## src/rtl/fccc_clk_manager.sv

```systemverilog
// Fabric-side companion to the CCC wrapper: debounces PLL LOCK, sequences the
// fabric reset release, counts lock losses and generates per-channel clock enables.
module fccc_clk_manager #(
    parameter int NUM_CH    = 4,
    parameter int DIV_W     = 16,
    parameter int LOCK_FILT = 1024,
    parameter int RST_DLY   = 16,
    parameter int CNT_W     = 8,
    localparam int CH_W     = (NUM_CH > 1) ? $clog2(NUM_CH) : 1
) (
    input  logic              i_clk,
    input  logic              i_reset,
    input  logic              i_lock,
    input  logic              i_wr_en,
    input  logic [CH_W-1:0]   i_wr_ch,
    input  logic [DIV_W-1:0]  i_wr_div,
    output logic              o_wr_ack,
    output logic [NUM_CH-1:0] o_ce,
    output logic              o_locked,
    output logic              o_fabric_reset_n,
    output logic [CNT_W-1:0]  o_loss_cnt,
    output logic [1:0]        o_state
);

    localparam logic [1:0] S_UNLOCKED = 2'd0;
    localparam logic [1:0] S_FILTER   = 2'd1;
    localparam logic [1:0] S_DELAY    = 2'd2;
    localparam logic [1:0] S_RUN      = 2'd3;

    localparam int FC_MAX = (LOCK_FILT > RST_DLY) ? LOCK_FILT : RST_DLY;
    localparam int FC_W   = (FC_MAX > 1) ? $clog2(FC_MAX) : 1;
    // The UNLOCKED cycle that first sees lock_s high counts as the first filter cycle.
    localparam logic [FC_W-1:0] FILT_END = FC_W'(LOCK_FILT - 2);
    localparam logic [FC_W-1:0] DLY_END  = FC_W'(RST_DLY - 1);

    logic              r_sync1;
    logic              r_sync2;
    logic [1:0]        r_state;
    logic [1:0]        w_state_nxt;
    logic [FC_W-1:0]   r_cnt;
    logic [FC_W-1:0]   w_cnt_nxt;
    logic              w_loss;
    logic [CNT_W-1:0]  r_loss_cnt;
    logic              r_wr_ack;
    logic              w_wr_valid;
    logic [NUM_CH-1:0] w_wr_hit;
    logic [NUM_CH-1:0] r_ce;
    logic [NUM_CH-1:0] w_ce_nxt;
    logic              w_lock_s;
    logic              w_run;
    logic              w_run_nxt;

    assign w_lock_s  = r_sync2;
    assign w_run     = (r_state == S_RUN);
    assign w_run_nxt = (w_state_nxt == S_RUN);

    always_comb begin
        w_state_nxt = r_state;
        w_cnt_nxt   = '0;
        w_loss      = 1'b0;
        case (r_state)
            S_UNLOCKED: begin
                if (w_lock_s) begin
                    w_state_nxt = S_FILTER;
                end
            end
            S_FILTER: begin
                if (!w_lock_s) begin
                    w_state_nxt = S_UNLOCKED;
                end else if (r_cnt == FILT_END) begin
                    w_state_nxt = S_DELAY;
                end else begin
                    w_cnt_nxt = r_cnt + FC_W'(1);
                end
            end
            S_DELAY: begin
                if (!w_lock_s) begin
                    w_state_nxt = S_UNLOCKED;
                    w_loss      = 1'b1;
                end else if (r_cnt == DLY_END) begin
                    w_state_nxt = S_RUN;
                end else begin
                    w_cnt_nxt = r_cnt + FC_W'(1);
                end
            end
            S_RUN: begin
                if (!w_lock_s) begin
                    w_state_nxt = S_UNLOCKED;
                    w_loss      = 1'b1;
                end
            end
            default: begin
                w_state_nxt = S_UNLOCKED;
            end
        endcase
    end

    // Write port: a write is accepted whenever i_wr_en is high with an in-range
    // i_wr_ch (no back-pressure); o_wr_ack pulses for one cycle in the cycle after.
    generate
        if (NUM_CH == (1 << CH_W)) begin : g_full_range
            assign w_wr_valid = 1'b1;
        end else begin : g_part_range
            localparam logic [CH_W:0] NUM_CH_L = (CH_W + 1)'(NUM_CH);
            assign w_wr_valid = ({1'b0, i_wr_ch} < NUM_CH_L);
        end
    endgenerate

    generate
        for (genvar i = 0; i < NUM_CH; i++) begin : g_ch
            logic [DIV_W-1:0] r_div;
            logic [DIV_W-1:0] r_chcnt;
            logic [DIV_W-1:0] w_div_nxt;
            logic [DIV_W-1:0] w_chcnt_nxt;

            assign w_wr_hit[i] = i_wr_en && w_wr_valid && (i_wr_ch == CH_W'(i));
            assign w_div_nxt   = w_wr_hit[i] ? i_wr_div : r_div;

            // Counters sit at 0 outside RUN so every channel starts phase-aligned.
            always_comb begin
                w_chcnt_nxt = '0;
                if (!w_wr_hit[i] && w_run && w_run_nxt && (r_div != '0)
                        && (r_chcnt != (r_div - DIV_W'(1)))) begin
                    w_chcnt_nxt = r_chcnt + DIV_W'(1);
                end
            end

            // CE is registered, so it is decoded from the next-cycle counter and divisor.
            assign w_ce_nxt[i] = w_run_nxt && (w_div_nxt != '0)
                                 && (w_chcnt_nxt == (w_div_nxt - DIV_W'(1)));

            always_ff @(posedge i_clk) begin
                if (i_reset) begin
                    r_div   <= DIV_W'(1);
                    r_chcnt <= '0;
                end else begin
                    r_div   <= w_div_nxt;
                    r_chcnt <= w_chcnt_nxt;
                end
            end
        end
    endgenerate

    always_ff @(posedge i_clk) begin
        if (i_reset) begin
            r_sync1    <= 1'b0;
            r_sync2    <= 1'b0;
            r_state    <= S_UNLOCKED;
            r_cnt      <= '0;
            r_loss_cnt <= '0;
            r_wr_ack   <= 1'b0;
            r_ce       <= '0;
        end else begin
            r_sync1  <= i_lock;
            r_sync2  <= r_sync1;
            r_state  <= w_state_nxt;
            r_cnt    <= w_cnt_nxt;
            r_wr_ack <= i_wr_en && w_wr_valid;
            r_ce     <= w_ce_nxt;
            if (w_loss && (r_loss_cnt != {CNT_W{1'b1}})) begin
                r_loss_cnt <= r_loss_cnt + CNT_W'(1);
            end
        end
    end

    assign o_wr_ack         = r_wr_ack;
    assign o_ce             = r_ce;
    assign o_locked         = (r_state == S_DELAY) || (r_state == S_RUN);
    assign o_fabric_reset_n = w_run;
    assign o_loss_cnt       = r_loss_cnt;
    assign o_state          = r_state;

endmodule

```

## config.mk

```make
export PLATFORM = sky130hd
export DESIGN_NAME = fccc_clk_manager
export DESIGN_NICKNAME = d
export VERILOG_FILES = /design/src/rtl/fccc_clk_manager.sv
export SDC_FILE = /design/constraint.sdc
export NUM_CORES = 1
export LEC_CHECK = 0
export CORE_ASPECT_RATIO = 0.9
export CORE_MARGIN = 4
export CORE_UTILIZATION = 57
export CTS_BUF_LIST = sky130_fd_sc_hd__clkbuf_16
export CTS_CLUSTER_SIZE = 40
export DETAILED_ROUTE_END_ITERATION = 8
export PLACE_DENSITY = 0.78
export SETUP_SLACK_MARGIN = 0.5
export SLEW_MARGIN = 30
export SYNTH_ARGS = -nofsm -noshare
export SYNTH_HDL_FRONTEND = slang
export SYNTH_SLANG_ARGS = --single-unit
```

## constraint.sdc

```tcl
create_clock -name i_clk -period 4.45 [get_ports i_clk]
set_input_delay 0.89 -clock i_clk [delete_from_list [all_inputs] [get_ports i_clk]]
set_output_delay 0.89 -clock i_clk [all_outputs]
set_load 0.02 [all_outputs]
```

==> impl_metrics.ini <==
[route]
first_pass_iters = 5
vias = 11678
avgViaCountPerCell = 6.278
wirelength_um = 35400
drtAntennaViolNets = 0
dr.first_iter.drc_count = 1331
drc_errors = 0
wire_per_inst_um = 19.03

[logic_synthesis]
synthMuxAreaShare_pct = 4.834
ys.warnings.count = 0
synth_area_leaders = dfxtp_1, xnor2_1, xor2_1
ys_types = 94
avgSynthCellArea_um2 = 7.753
synth_top_family_by_area = simple AND/OR/NAND/NOR gates
synth-compound-area-share_pct = 13.94
synthXorXnorAreaFrac_pct = 16.63
ys.flop_type = dfxtp_1
synth_fa_ha_area_share_pct = 2.396
yosysTopAreaCell = dfxtp_1
synthCells = 1549
synth-seq-cells = 155
synth_top_area_share_pct = 25.84
async_reset_ff_share_pct = 0
syn-cell-area_mm2 = 0.01201
synthSimpleGateAreaFrac_pct = 31.37
yosysSeqAreaShare_pct = 25.84
synth_nets = 1594
synth_edf_count = 0

[timing]
fin_ws_ps = 630.9
rsz0062_at_grt = yes
slew_violations = 0
tightest_slew_ps = 805.0
max_slew_margin_pct = 45.84
post-route-period-util_pct = 85.82
setup_tns_ps = 0
hold_viol_final = 0
clock.fmax_mhz = 261.8
fin_crit_ps = 3819
hold_ws_ps = 461.2
clock_skew_ps = 9.204
setup_viol = 0

[finish]
syn_to_final_growth_pct = 11.34
final_layout_size_suffix_gt1_share_pct = 9.536
num-fill-cells = 1857
num-nets-final = 1605
final_cell_area_mm2 = 0.01337

[setup_path]
crit_type = input port to flop
end_kind = flop
critical_path_required_ps = 4810
startpoint_type = input port
cp.arrival_ps = 4180
cp_max_fo = 8

[cts]
cts-root-buf = clkbuf_16
clock_path_buffers = 2
cts_buffers = 17
htreeDepth = 4
cts_tree = yes
insertion_delay_ps = 440
holdBufCountCts = 0
clkTransAtPathRegs_ps = 70
cts.sinks = 155

[flow_run]
cap_violations = 0

[placement]
port_buffers = 38
post-place-ws_ps = 47.75
hpwlAfterDp_um = 26110
gp_congestion = 1.014
place_area_mm2 = 0.01271

[floorplan]
io_pins = 39
fp.dieH_um = 145.7
die_w_um = 161
dieArea_mm2 = 0.02346
core_area_mm2 = 0.02077
row_count = 50
start_util_pct = 57.82

[power]
power.leakage_nw = 4.883
p_per_area_mw_per_mm2 = 270.5
power.total_w = 0.003616
ir_drop_mv = 0.1912

[grt]
grt_util_all_layers_pct = 29.43
grt_pass1_vias = 10922
grt_pass1_wl_um = 56930
antenna_found_initial = 1
grt_max_degree = 53
grt_overflow = 0

[outcome]
status = finished, final reports clean

[worst_hold_path]
worstHoldPathType = flop to flop
==> cell families after synthesis <==
| group | after synthesis |
|---|---|
| AO/OA/AOI/OAI | 239 |
| XOR/XNOR | 223 |
| adder cells (fa/ha/maj) | 23 |
| buffers and inverters | 143 |
| flip-flops | 155 |
| multiplexers | 58 |
| AND/OR/NAND/NOR | 708 |
==> through the flow <==
stage | utilization, % | cells
6_report | 64.37 | 1860
2_1_floorplan | - | 1549
3_3_place_gp | 61.21 | 1821
3_5_place_dp | 61.21 | 1821
4_1_cts | 63.95 | 1853
5_1_grt | 64.37 | 1860
==> critical path, cell delays in order <==
cell and delay, ps:
clkdlybuf4s50_1 570, buf_4 180, nand3b_1 280, buf_4 290, nor4_1 510, o21ai_0 310, nor2_1 190, xor2_1 170
mux2i_1 140, nor4_1 290, a311oi_1 110, a211oi_1 240
==> state kept, by name, indices dropped and copies added, names as in the netlist <==
register	cells
g_ch.r_chcnt	64
o_state	2
o_ce	4
r_cnt	10
g_ch.r_div	64
r_sync2	1
o_wr_ack	1
r_sync1	1
o_loss_cnt	8
==> metal layers <==
layer | global-route usage (%) | up-vias | routed length, µm
li1 | - | 5551 | -
met1 | 39.70 | 5425 | 15170
met2 | 46.24 | 591 | 15880
met3 | 6.032 | 111 | 3060
met4 | 11.86 | 0 | 1295
met5 | 0 | - | 0
==> layout by cell type (no fill, tap or decap), types with 9 or more instances in the layout <==
master / netlist / final
nor2_1: 185 / 185
dfxtp_1: 155 / 155
nand2_1: 141 / 141
xnor2_1: 119 / 118
xor2_1: 101 / 100
a21oi_1: 63 / 60
mux2i_1: 58 / 57
buf_4: 2 / 56
nor3_1: 54 / 54
nand3_1: 45 / 45
inv_1: 39 / 39
nor4_1: 39 / 39
o21ai_0: 38 / 36
clkdlybuf4s50_1: 0 / 35
nand4_1: 34 / 34
and3_1: 23 / 22
nor2b_1: 22 / 22
or3_1: 21 / 21
ha_1: 23 / 21
clkbuf_16: 0 / 17
or2_2: 16 / 16
o211ai_1: 16 / 16
nand2b_1: 15 / 15
or4_1: 14 / 14
a31oi_1: 12 / 12
and2_1: 10 / 10
a211oi_1: 10 / 10
nand4b_1: 10 / 10
nor3b_1: 13 / 10
and4_1: 10 / 10
nand3b_1: 9 / 9
==> cell usage after synthesis (5+ instances only) <==
master,number
nor2_1,185
dfxtp_1,155
nand2_1,141
xnor2_1,119
xor2_1,101
clkbuf_1,72
a21oi_1,63
mux2i_1,58
nor3_1,54
nand3_1,45
inv_1,39
nor4_1,39
o21ai_0,38
nand4_1,34
and3_1,23
ha_1,23
nor2b_1,22
or3_1,21
buf_2,20
o211ai_1,16
or2_2,16
nand2b_1,15
or4_1,14
nor3b_1,13
a31oi_1,12
a211oi_1,10
and2_1,10
and4_1,10
nand4b_1,10
nand3b_1,9
nor4b_1,8
o221ai_1,8
o22ai_1,7
buf_1,6
nor4_2,6
a21o_1,5
a221oi_1,5
and3b_1,5
or2_1,5
==> repair_timing <==
| action | in CTS | in global routing |
|---|---|---|
| endpoints found under the setup margin | 1 | 4 |
| gates cloned | 0 | 0 |
| gates resized for setup | 2 | 14 |
| pin swaps | 0 | 3 |
| setup buffers | 0 | 6 |
==> path summary, 6_finish.rpt <==
path | slack, ps | startpoint | cells past startpoint | endpoint
setup / recovery | 630 | i_wr_en | 12 | o_ce[1]$_SDFF_PP0_
hold / removal | 460 | r_sync1$_SDFF_PP0_ | 1 | r_sync2$_SDFF_PP0_
setup reg to reg | 850 | g_ch[3].r_div[0]$_SDFF_PP1_ | 11 | o_ce[3]$_SDFF_PP0_
hold reg to reg | 460 | r_sync1$_SDFF_PP0_ | 1 | r_sync2$_SDFF_PP0_
==> area by class of cell <==
class	instances	area, µm²	share of cell area, %
diodes	1	2.502	0.01872
clock inverters	15	132.6	0.9920
well taps	286	357.8	2.676
flip-flops and latches	155	3103	23.21
clock buffers	17	425.4	3.182
multi-input cells	1251	8377	62.65
repair buffers	96	825.8	6.176
inverters	39	146.4	1.095
==> power by group <==
part / internal, W / total, W / switching, W
clock: 0.000738 / 0.00144 / 0.000697
sequential: 0.00141 / 0.00145 / 0.0000440
combinational: 0.000307 / 0.000729 / 0.000422
(Power assumes the default switching activity.)
